$ cat src/rtl/gf180mcu_fd_sc_mcu9t5v0__oai211_arc_seq_pkg.sv
// Shared types and constants for the OAI211 arc sweep sequencer.
// Vector code layout: {A1, A2, B, C}, MSB first.
package gf180mcu_fd_sc_mcu9t5v0__oai211_arc_seq_pkg;

  typedef enum logic [2:0] {
    IDLE   = 3'd0,
    DRIVE  = 3'd1,
    WAIT   = 3'd2,
    CHECK  = 3'd3,
    FINISH = 3'd4
  } state_t;

  localparam int NUM_VEC = 16;

  localparam int BIT_A1 = 3;
  localparam int BIT_A2 = 2;
  localparam int BIT_B  = 1;
  localparam int BIT_C  = 0;

endpackage

$ cat src/rtl/gf180mcu_fd_sc_mcu9t5v0__oai211_arc_seq_exp.sv
// Reference OAI211 truth function: ZN = !((A1 | A2) & B & C), decoded from a vector code.
// Purely combinational.
module gf180mcu_fd_sc_mcu9t5v0__oai211_arc_seq_exp
  import gf180mcu_fd_sc_mcu9t5v0__oai211_arc_seq_pkg::*;
(
  input  logic [3:0] code,
  output logic       ZN_EXP
);

  assign ZN_EXP = ~((code[BIT_A1] | code[BIT_A2]) & code[BIT_B] & code[BIT_C]);

endmodule

$ cat src/rtl/gf180mcu_fd_sc_mcu9t5v0__oai211_arc_seq.sv
// Exhaustive 16-vector sweep of an OAI211 cell: drive a code, settle, compare ZN, record errors.
// Each vector costs SETTLE+2 cycles; ABORT returns to IDLE next edge, RN clears everything.
module gf180mcu_fd_sc_mcu9t5v0__oai211_arc_seq
  import gf180mcu_fd_sc_mcu9t5v0__oai211_arc_seq_pkg::*;
#(
  parameter int SETTLE = 2
) (
  input  logic       CLK,
  input  logic       RN,
  input  logic       START,
  input  logic       ABORT,
  input  logic       ZN_OBS,
  output logic       A1,
  output logic       A2,
  output logic       B,
  output logic       C,
  output logic       BUSY,
  output logic       DONE,
  output logic       PASS,
  output logic [4:0] ERR_CNT,
  output logic [3:0] FAIL_CODE,
  output logic       FAIL_VLD
);

  if (SETTLE < 1 || SETTLE > 15) begin : g_bad_settle
    $error("SETTLE must be in 1..15");
  end

  localparam logic [3:0] WAIT_INIT = 4'(SETTLE - 1);
  localparam logic [3:0] LAST_IDX  = 4'(NUM_VEC - 1);

  state_t     state;
  logic [3:0] idx;
  logic [3:0] cnt;
  logic [3:0] stim;
  logic       zn_exp;
  logic       mismatch;
  logic [4:0] err_nxt;

  gf180mcu_fd_sc_mcu9t5v0__oai211_arc_seq_exp u_exp (
    .code   (idx),
    .ZN_EXP (zn_exp)
  );

  assign mismatch = ZN_OBS ^ zn_exp;
  assign err_nxt  = ERR_CNT + {4'd0, mismatch};

  assign A1   = stim[BIT_A1];
  assign A2   = stim[BIT_A2];
  assign B    = stim[BIT_B];
  assign C    = stim[BIT_C];
  assign BUSY = (state != IDLE);

  always_ff @(posedge CLK or negedge RN) begin
    if (!RN) begin
      state     <= IDLE;
      idx       <= 4'd0;
      cnt       <= 4'd0;
      stim      <= 4'd0;
      DONE      <= 1'b0;
      PASS      <= 1'b0;
      ERR_CNT   <= 5'd0;
      FAIL_CODE <= 4'd0;
      FAIL_VLD  <= 1'b0;
    end else begin
      DONE <= 1'b0;
      if (state == IDLE) begin
        // ABORT wins over START; it also drops the held last vector
        if (ABORT) begin
          stim <= 4'd0;
        end else if (START) begin
          idx      <= 4'd0;
          ERR_CNT  <= 5'd0;
          FAIL_VLD <= 1'b0;
          PASS     <= 1'b0;
          state    <= DRIVE;
        end
      end else if (ABORT) begin
        state <= IDLE;
        stim  <= 4'd0;
        PASS  <= 1'b0;
      end else begin
        case (state)
          DRIVE: begin
            stim  <= idx;
            cnt   <= WAIT_INIT;
            state <= WAIT;
          end
          WAIT: begin
            if (cnt == 4'd0) begin
              state <= CHECK;
            end else begin
              cnt <= cnt - 4'd1;
            end
          end
          CHECK: begin
            ERR_CNT <= err_nxt;
            if (mismatch && !FAIL_VLD) begin
              FAIL_CODE <= idx;
              FAIL_VLD  <= 1'b1;
            end
            if (idx == LAST_IDX) begin
              DONE  <= 1'b1;
              PASS  <= (err_nxt == 5'd0);
              state <= FINISH;
            end else begin
              idx   <= idx + 4'd1;
              state <= DRIVE;
            end
          end
          default: state <= IDLE;
        endcase
      end
    end
  end

endmodule

$ cat config.mk
export PLATFORM = sky130hd
export DESIGN_NAME = gf180mcu_fd_sc_mcu9t5v0__oai211_arc_seq
export DESIGN_NICKNAME = d
export VERILOG_FILES = /design/src/rtl/gf180mcu_fd_sc_mcu9t5v0__oai211_arc_seq_pkg.sv /design/src/rtl/gf180mcu_fd_sc_mcu9t5v0__oai211_arc_seq_exp.sv /design/src/rtl/gf180mcu_fd_sc_mcu9t5v0__oai211_arc_seq.sv
export SDC_FILE = /design/constraint.sdc
export NUM_CORES = 1
export LEC_CHECK = 0
export CAP_MARGIN = 10
export CORE_MARGIN = 3
export CORE_UTILIZATION = 30
export CTS_CLUSTER_SIZE = 28
export DETAILED_ROUTE_END_ITERATION = 12
export PLACE_DENSITY = 0.52
export SYNTH_ARGS = -nofsm -noshare
export SYNTH_HDL_FRONTEND = slang
export SYNTH_SLANG_ARGS = --single-unit
$ cat constraint.sdc
create_clock -name CLK -period 2.3 [get_ports CLK]
set_clock_uncertainty 0.15 [all_clocks]
set_input_delay 0.23 -clock CLK [delete_from_list [all_inputs] [get_ports CLK]]
set_output_delay 0.23 -clock CLK [all_outputs]
set_load 0.03 [all_outputs]
==> results of run 1 <==
==> metrics by stage <==
step	setup WS (ns)	hold slack [ns]
floorplan	0.265	-0.216
global placement	0.208	0.327
detailed placement	0.155	0.341
CTS	0.00897	0.186
global route	0.0412	0.205
finish	0.286	0.166
==> cells in the final DEF, fill, tap and decap left out, drive strengths merged, types with 2 or more instances in the layout <==
cell	n
nand2	17
nor2	13
o41ai	2
nand3	4
mux2	5
o21ai	15
a21oi	6
clkbuf	4
and2	3
clkdlybuf4s50	20
o31ai	4
nor2b	2
inv	5
and3	3
nor3	5
buf	13
mux2i	5
xor2	2
dfrtp	27
ha	4
==> state kept, by name (all words and copies together), names as in the netlist <==
name,flops
ERR_CNT,5
FAIL_CODE,4
cnt,4
idx,4
stim,4
state,3
DONE,1
FAIL_VLD,1
PASS,1
==> worst max path at each step <==
stage,startpoint,to,cells past startpoint
detailed placement,ZN_OBS,ERR_CNT[4],8
finish,idx[1],ERR_CNT[4],8
global route,idx[1],ERR_CNT[4],8
CTS,state[2],BUSY,3
global placement,ZN_OBS,ERR_CNT[4],8
floorplan,idx[2],ERR_CNT[4],8
==> cells by family (layout without fill, tap and decap cells) <==
logic type / Yosys count / in the layout / share of synthesized area [%]
AND/OR/NAND/NOR: 57 / 57 / 22.2
AO/OA/AOI/OAI: 34 / 34 / 14.5
flip-flops: 27 / 27 / 47.2
multiplexers: 10 / 10 / 7.44
buffers and inverters: 9 / 43 / 3.24
adder cells (fa/ha/maj): 4 / 4 / 3.50
XOR/XNOR: 3 / 3 / 1.84
==> worst max-delay path: cells and delay by family (launching register included) <==
family | cells | cell delay (ns)
flops | 1 | 0.46
xor+xnor | 1 | 0.22
fa+ha+maj | 2 | 0.43
simple gates | 2 | 0.29
compound gates | 3 | 0.36
==> layer usage <==
metal / GRT usage, % / wire length (um)
met5: 0 / 0
met4: 2.96 / 25
met3: 2.14 / 94
met2: 21.4 / 1590
met1: 17.9 / 1610
==> area by class of cell <==
cell class              count  area, um2  area share (%)
well taps                  52       65.1            3.57
inverters                   5       18.8            1.03
multi-input cells         108        708            38.8
repair buffers             34        310            17.0
clock buffers               4       45.0            2.47
flip-flops and latches     27        676            37.1
==> power by group <==
part | total [W] | switching (W) | internal, W
Combinational | 0.000555 | 0.000307 | 0.000248
Clock | 0.000273 | 0.000149 | 0.000124
Sequential | 0.000633 | 0.0000730 | 0.000560
Total | 0.00146 | 0.000529 | 0.000932
==> timing repair <==
action / 4_1_cts / 5_1_grt
resized for setup: 0 / 1
endpoints found under the hold margin: 0 / 0
setup endpoints to repair: 0 / 1
buffers inserted: 0 / 3
hold buffers: 0 / 0
==> impl_metrics.tcl, run 1 <==
set metrics [dict create \
    numCtsBuffers 3 \
    dp_cells 223 \
    max_stage_delay_ns 0.46 \
    ys_async_sr_fraction_pct 100 \
    avgSynthCellArea_um2 9.93 \
    r2r_slack_ns 0.29 \
    reg2reg_depth 8 \
    clk_latency_ns 0.27 \
    rsz0062_at_grt "false" \
    synth_nets 153 \
    path_max_fanout 6 \
    slew-limit-headroom_pct 69.8 \
    fin_crit_sh_pct 87.6 \
    die_y_um 75.0 \
    drt-pass1-iter-count 4 \
    ys_warn_count 0 \
    drive_gt1_share_pct 13.5 \
    coreArea_um2 4470 \
    end_kind "register" \
    wirelength_um 3320 \
    cap_violations 0 \
    synth_edf_count 0 \
    syn_inst 144 \
    utilization_pct 40.7 \
    reg2reg_to "ERR_CNT[4]" \
    yosysMostFrequentCell "dfrtp_1" \
    gp_congestion 0.760 \
    design_area_um2 1820 \
    setup_viol 0 \
    ys_seq_elements 27 \
    pwr_density_cell_nw_per_um2 801 \
    htreeDepth 1 \
    slew_viol_final 0 \
    outcome "finished clean" \
    grt_pass1_wl_um 5660 \
    fill_cells 436 \
    synth_area_um2 1430 \
    initialDrtViolationCount 47 \
    clock-root-buffer "clkbuf_8" \
    synthTopCellsByCount "dfrtp_1, nand2_1, nor2_1, o21ai_0, a21oi_1" \
    worstSetupStartpointType "register" \
    yosysTopAreaCellShare_pct 47.2 \
    diodes 0 \
    io_pins 22 \
    arrival_ns 2.03 \
    tns_ns 0 \
    critPathRequiredTime_ns 2.31 \
    hpwl_um 2460 \
    hold_class "in -> async" \
    cts.sinks 27 \
    fin_crit_ns 2.01 \
    grt_pass1_vias 1159 \
    wire_per_inst_um 14.4 \
    ys_seq_area_share_pct 47.2 \
    syn_to_final_growth_pct 27.5 \
    synth_flop_cell "dfrtp_1" \
    yosysTopAreaCell "dfrtp_1" \
    vias 1182 \
    slowest_stage "dfrtp_1" \
    total_power_w 0.00146 \
    grt_max_degree 28 \
    leakagePower_nw 0.816 \
    fin_cells 230 \
    hold_viol 0 \
    placed_area_um2 1750 \
    initial_core_util_pct 32.0 \
    io_buffers 21 \
    dieArea_um2 5630 \
    cts_tree "yes" \
    tightest_slew_ns 0.451 \
    track_usage_pct 13.0 \
    ant_nets 0 \
    yosys-top-cells-area "dfrtp_1, o21ai_0, nand2_1" \
    clock_path_buffers 2 \
    via_per_inst 5.14 \
    timing.fmax_mhz 497 \
    antenna_found_initial 0 \
    overflow 0 \
    r2r-start "idx[1]" \
    die_w_um 75.0 \
    final_nets 188 \
    cp_common_cell "ha_1" \
    crit_chain "o211ai_1 > xor2_1 > ha_1 > ha_1 > nand3_1 > and2_1 > o21ai_0 > o31ai_1" \
    rows 24 \
    clkTransAtPathRegs_ns 0.09 \
    route.detailed.drc 0 \
    worstSetupPathType "reg -> reg" \
    ir_worst_vdd_mv 0.318 \
    ys_types 43 \
]
No activity file was read; power rests on OpenSTA's default activity.
==> inputs of run 2 (changes only) <==
Settings changed: CORE_MARGIN 3 to default.
==> run 2 against run 1 <==
Compared with the run above: count of clock-buffer cells in the layout shrank 1; sequential power fell by 1%; first-iteration DRC count fell by 15%; clock power fell by 1%; cell area is essentially flat; flip-flop and latch count did not move; non-clock buffer count stayed put.
==> impl_metrics.tcl, run 2 (synthesis results as in run 1) <==
set metrics [dict create \
    overflow 0 \
    clock-root-buffer "clkbuf_8" \
    vias 1190 \
    holdWs_ns 0.182 \
    timing.fmax_mhz 476 \
    top_register "ERR_CNT" \
    slew_viol_final 0 \
    fin_crit_sh_pct 91.3 \
    worstSetupPathType "reg -> reg" \
    leakagePower_nw 0.819 \
    numCtsBuffers 3 \
    die_y_um 71.0 \
    grt_pass1_vias 1187 \
    clk_latency_ns 0.27 \
    hpwl_um 2450 \
    cts-hold-fix-buffers 0 \
    largest_reg_flops 5 \
    wirelength_um 3280 \
    clkTransAtPathRegs_ns 0.09 \
    outcome "finished clean" \
    critPathRequiredTime_ns 2.31 \
    final_nets 188 \
    grt_pass1_wl_um 5730 \
    antenna_found_initial 0 \
    path_max_fanout 5 \
    tightest_slew_ns 0.457 \
    initialDrtViolationCount 40 \
    clock_path_buffers 2 \
    die_w_um 71.0 \
    diodes 0 \
    hold_class "in -> async" \
    final_common_cell "dfrtp_1" \
    dieArea_um2 5050 \
    cts.sinks 27 \
    final_cell_mix "dfrtp_1, clkdlybuf4s50_1, nand2_1" \
    ant_nets 0 \
    io_pins 22 \
    rows 24 \
    slew-limit-headroom_pct 69.3 \
    cap_violations 0 \
    ir_worst_vdd_mv 0.346 \
    drive_gt1_share_pct 14.0 \
    htreeDepth 1 \
    track_usage_pct 14.4 \
    rsz0062_at_grt "false" \
    io_buffers 21 \
    arrival_ns 2.11 \
    setup_viol 0 \
    cts_tree "yes" \
    tns_ns 0 \
    wire_per_inst_um 14.3 \
    gp_congestion 0.820 \
    fin_crit_ns 2.10 \
    drt-pass1-iter-count 4 \
    syn_to_final_growth_pct 27.6 \
    grt_max_degree 28 \
    pwr_density_cell_nw_per_um2 802 \
    worstSetupStartpointType "register" \
    via_per_inst 5.17 \
    coreArea_um2 4470 \
    hold_viol 0 \
    end_kind "register" \
    initial_core_util_pct 32.0 \
    route.detailed.drc 0 \
]
-- run 2: changes by cell type in the layout (fill, tap and decap cells not counted), sizes merged --
| cell | change |
|---|---|
| clkbuf | -1 |
| clkinv | +1 |
-- run 2: where the power goes --
part,total [W],leakage (nW),internal [W],switching (W)
Clock,0.000269,0.0255,0.000121,0.000148
Combinational,0.000570,0.427,0.000253,0.000317
Sequential,0.000625,0.367,0.000560,0.0000643
Total,0.00146,0.819,0.000935,0.000529
-- run 2: final timing paths --
| check | startpoint | end | slack, ns | depth (start not counted) |
|---|---|---|---|---|
| min reg2reg | FAIL_CODE[3] | FAIL_CODE[3] | 0.35 | 1 |
| max in group asynchronous | RN | PASS | 1.55 | 2 |
| max reg2reg | idx[2] | ERR_CNT[4] | 0.20 | 8 |
| max | idx[2] | ERR_CNT[4] | 0.20 | 8 |
| min in group CLK | FAIL_CODE[3] | FAIL_CODE[3] | 0.35 | 1 |
| min | RN | cnt[1] | 0.18 | 2 |
-- run 2: critical path: stages, from the launching register on --
cell	delay, ns
dfrtp_1	0.38
o211ai_1	0.21
xor2_1	0.27
ha_1	0.22
ha_1	0.23
nand3_1	0.12
and2_1	0.17
o21ai_0	0.14
o31ai_1	0.09
-- run 2: final cells by class --
class	instances	area [um2]
clock inverter	1	5.00
clock buffer	3	41.3
fill	441	2650
multi-input combinational	108	708
tap	52	65.1
inverter	5	18.8
sequential	27	676
timing repair buffer	34	310
-- run 2: repair_timing --
item / CTS / global route
gates resized for setup: 0 / 1
endpoints found under the setup margin: 0 / 2
buffers inserted: 0 / 4
-- run 2: routing by layer --
| layer | vias up | part of all wire (%) | GRT usage, % |
|---|---|---|---|
| met4 | 0 | 0.37 | 3.11 |
| met2 | 16 | 49 | 23.7 |
| met1 | 587 | 47 | 19.6 |
| met5 | - | 0 | 0 |
| met3 | 2 | 3.2 | 3.13 |
| li1 | 585 | - | - |
-- run 2: stage by stage --
step           setup WS, ns  std cells  area, um2  total power [W]  util [%]
6_report              0.200        230       1820          0.00146      40.8
4_1_cts            0.000186        226       1790          0.00147      40.0
3_5_place_dp         0.0618        222       1750          0.00119      39.0
3_3_place_gp          0.125        222       1750          0.00117      39.0
5_1_grt              0.0248        230       1820          0.00157      40.8
2_1_floorplan         0.265        144       1430         0.000977         -
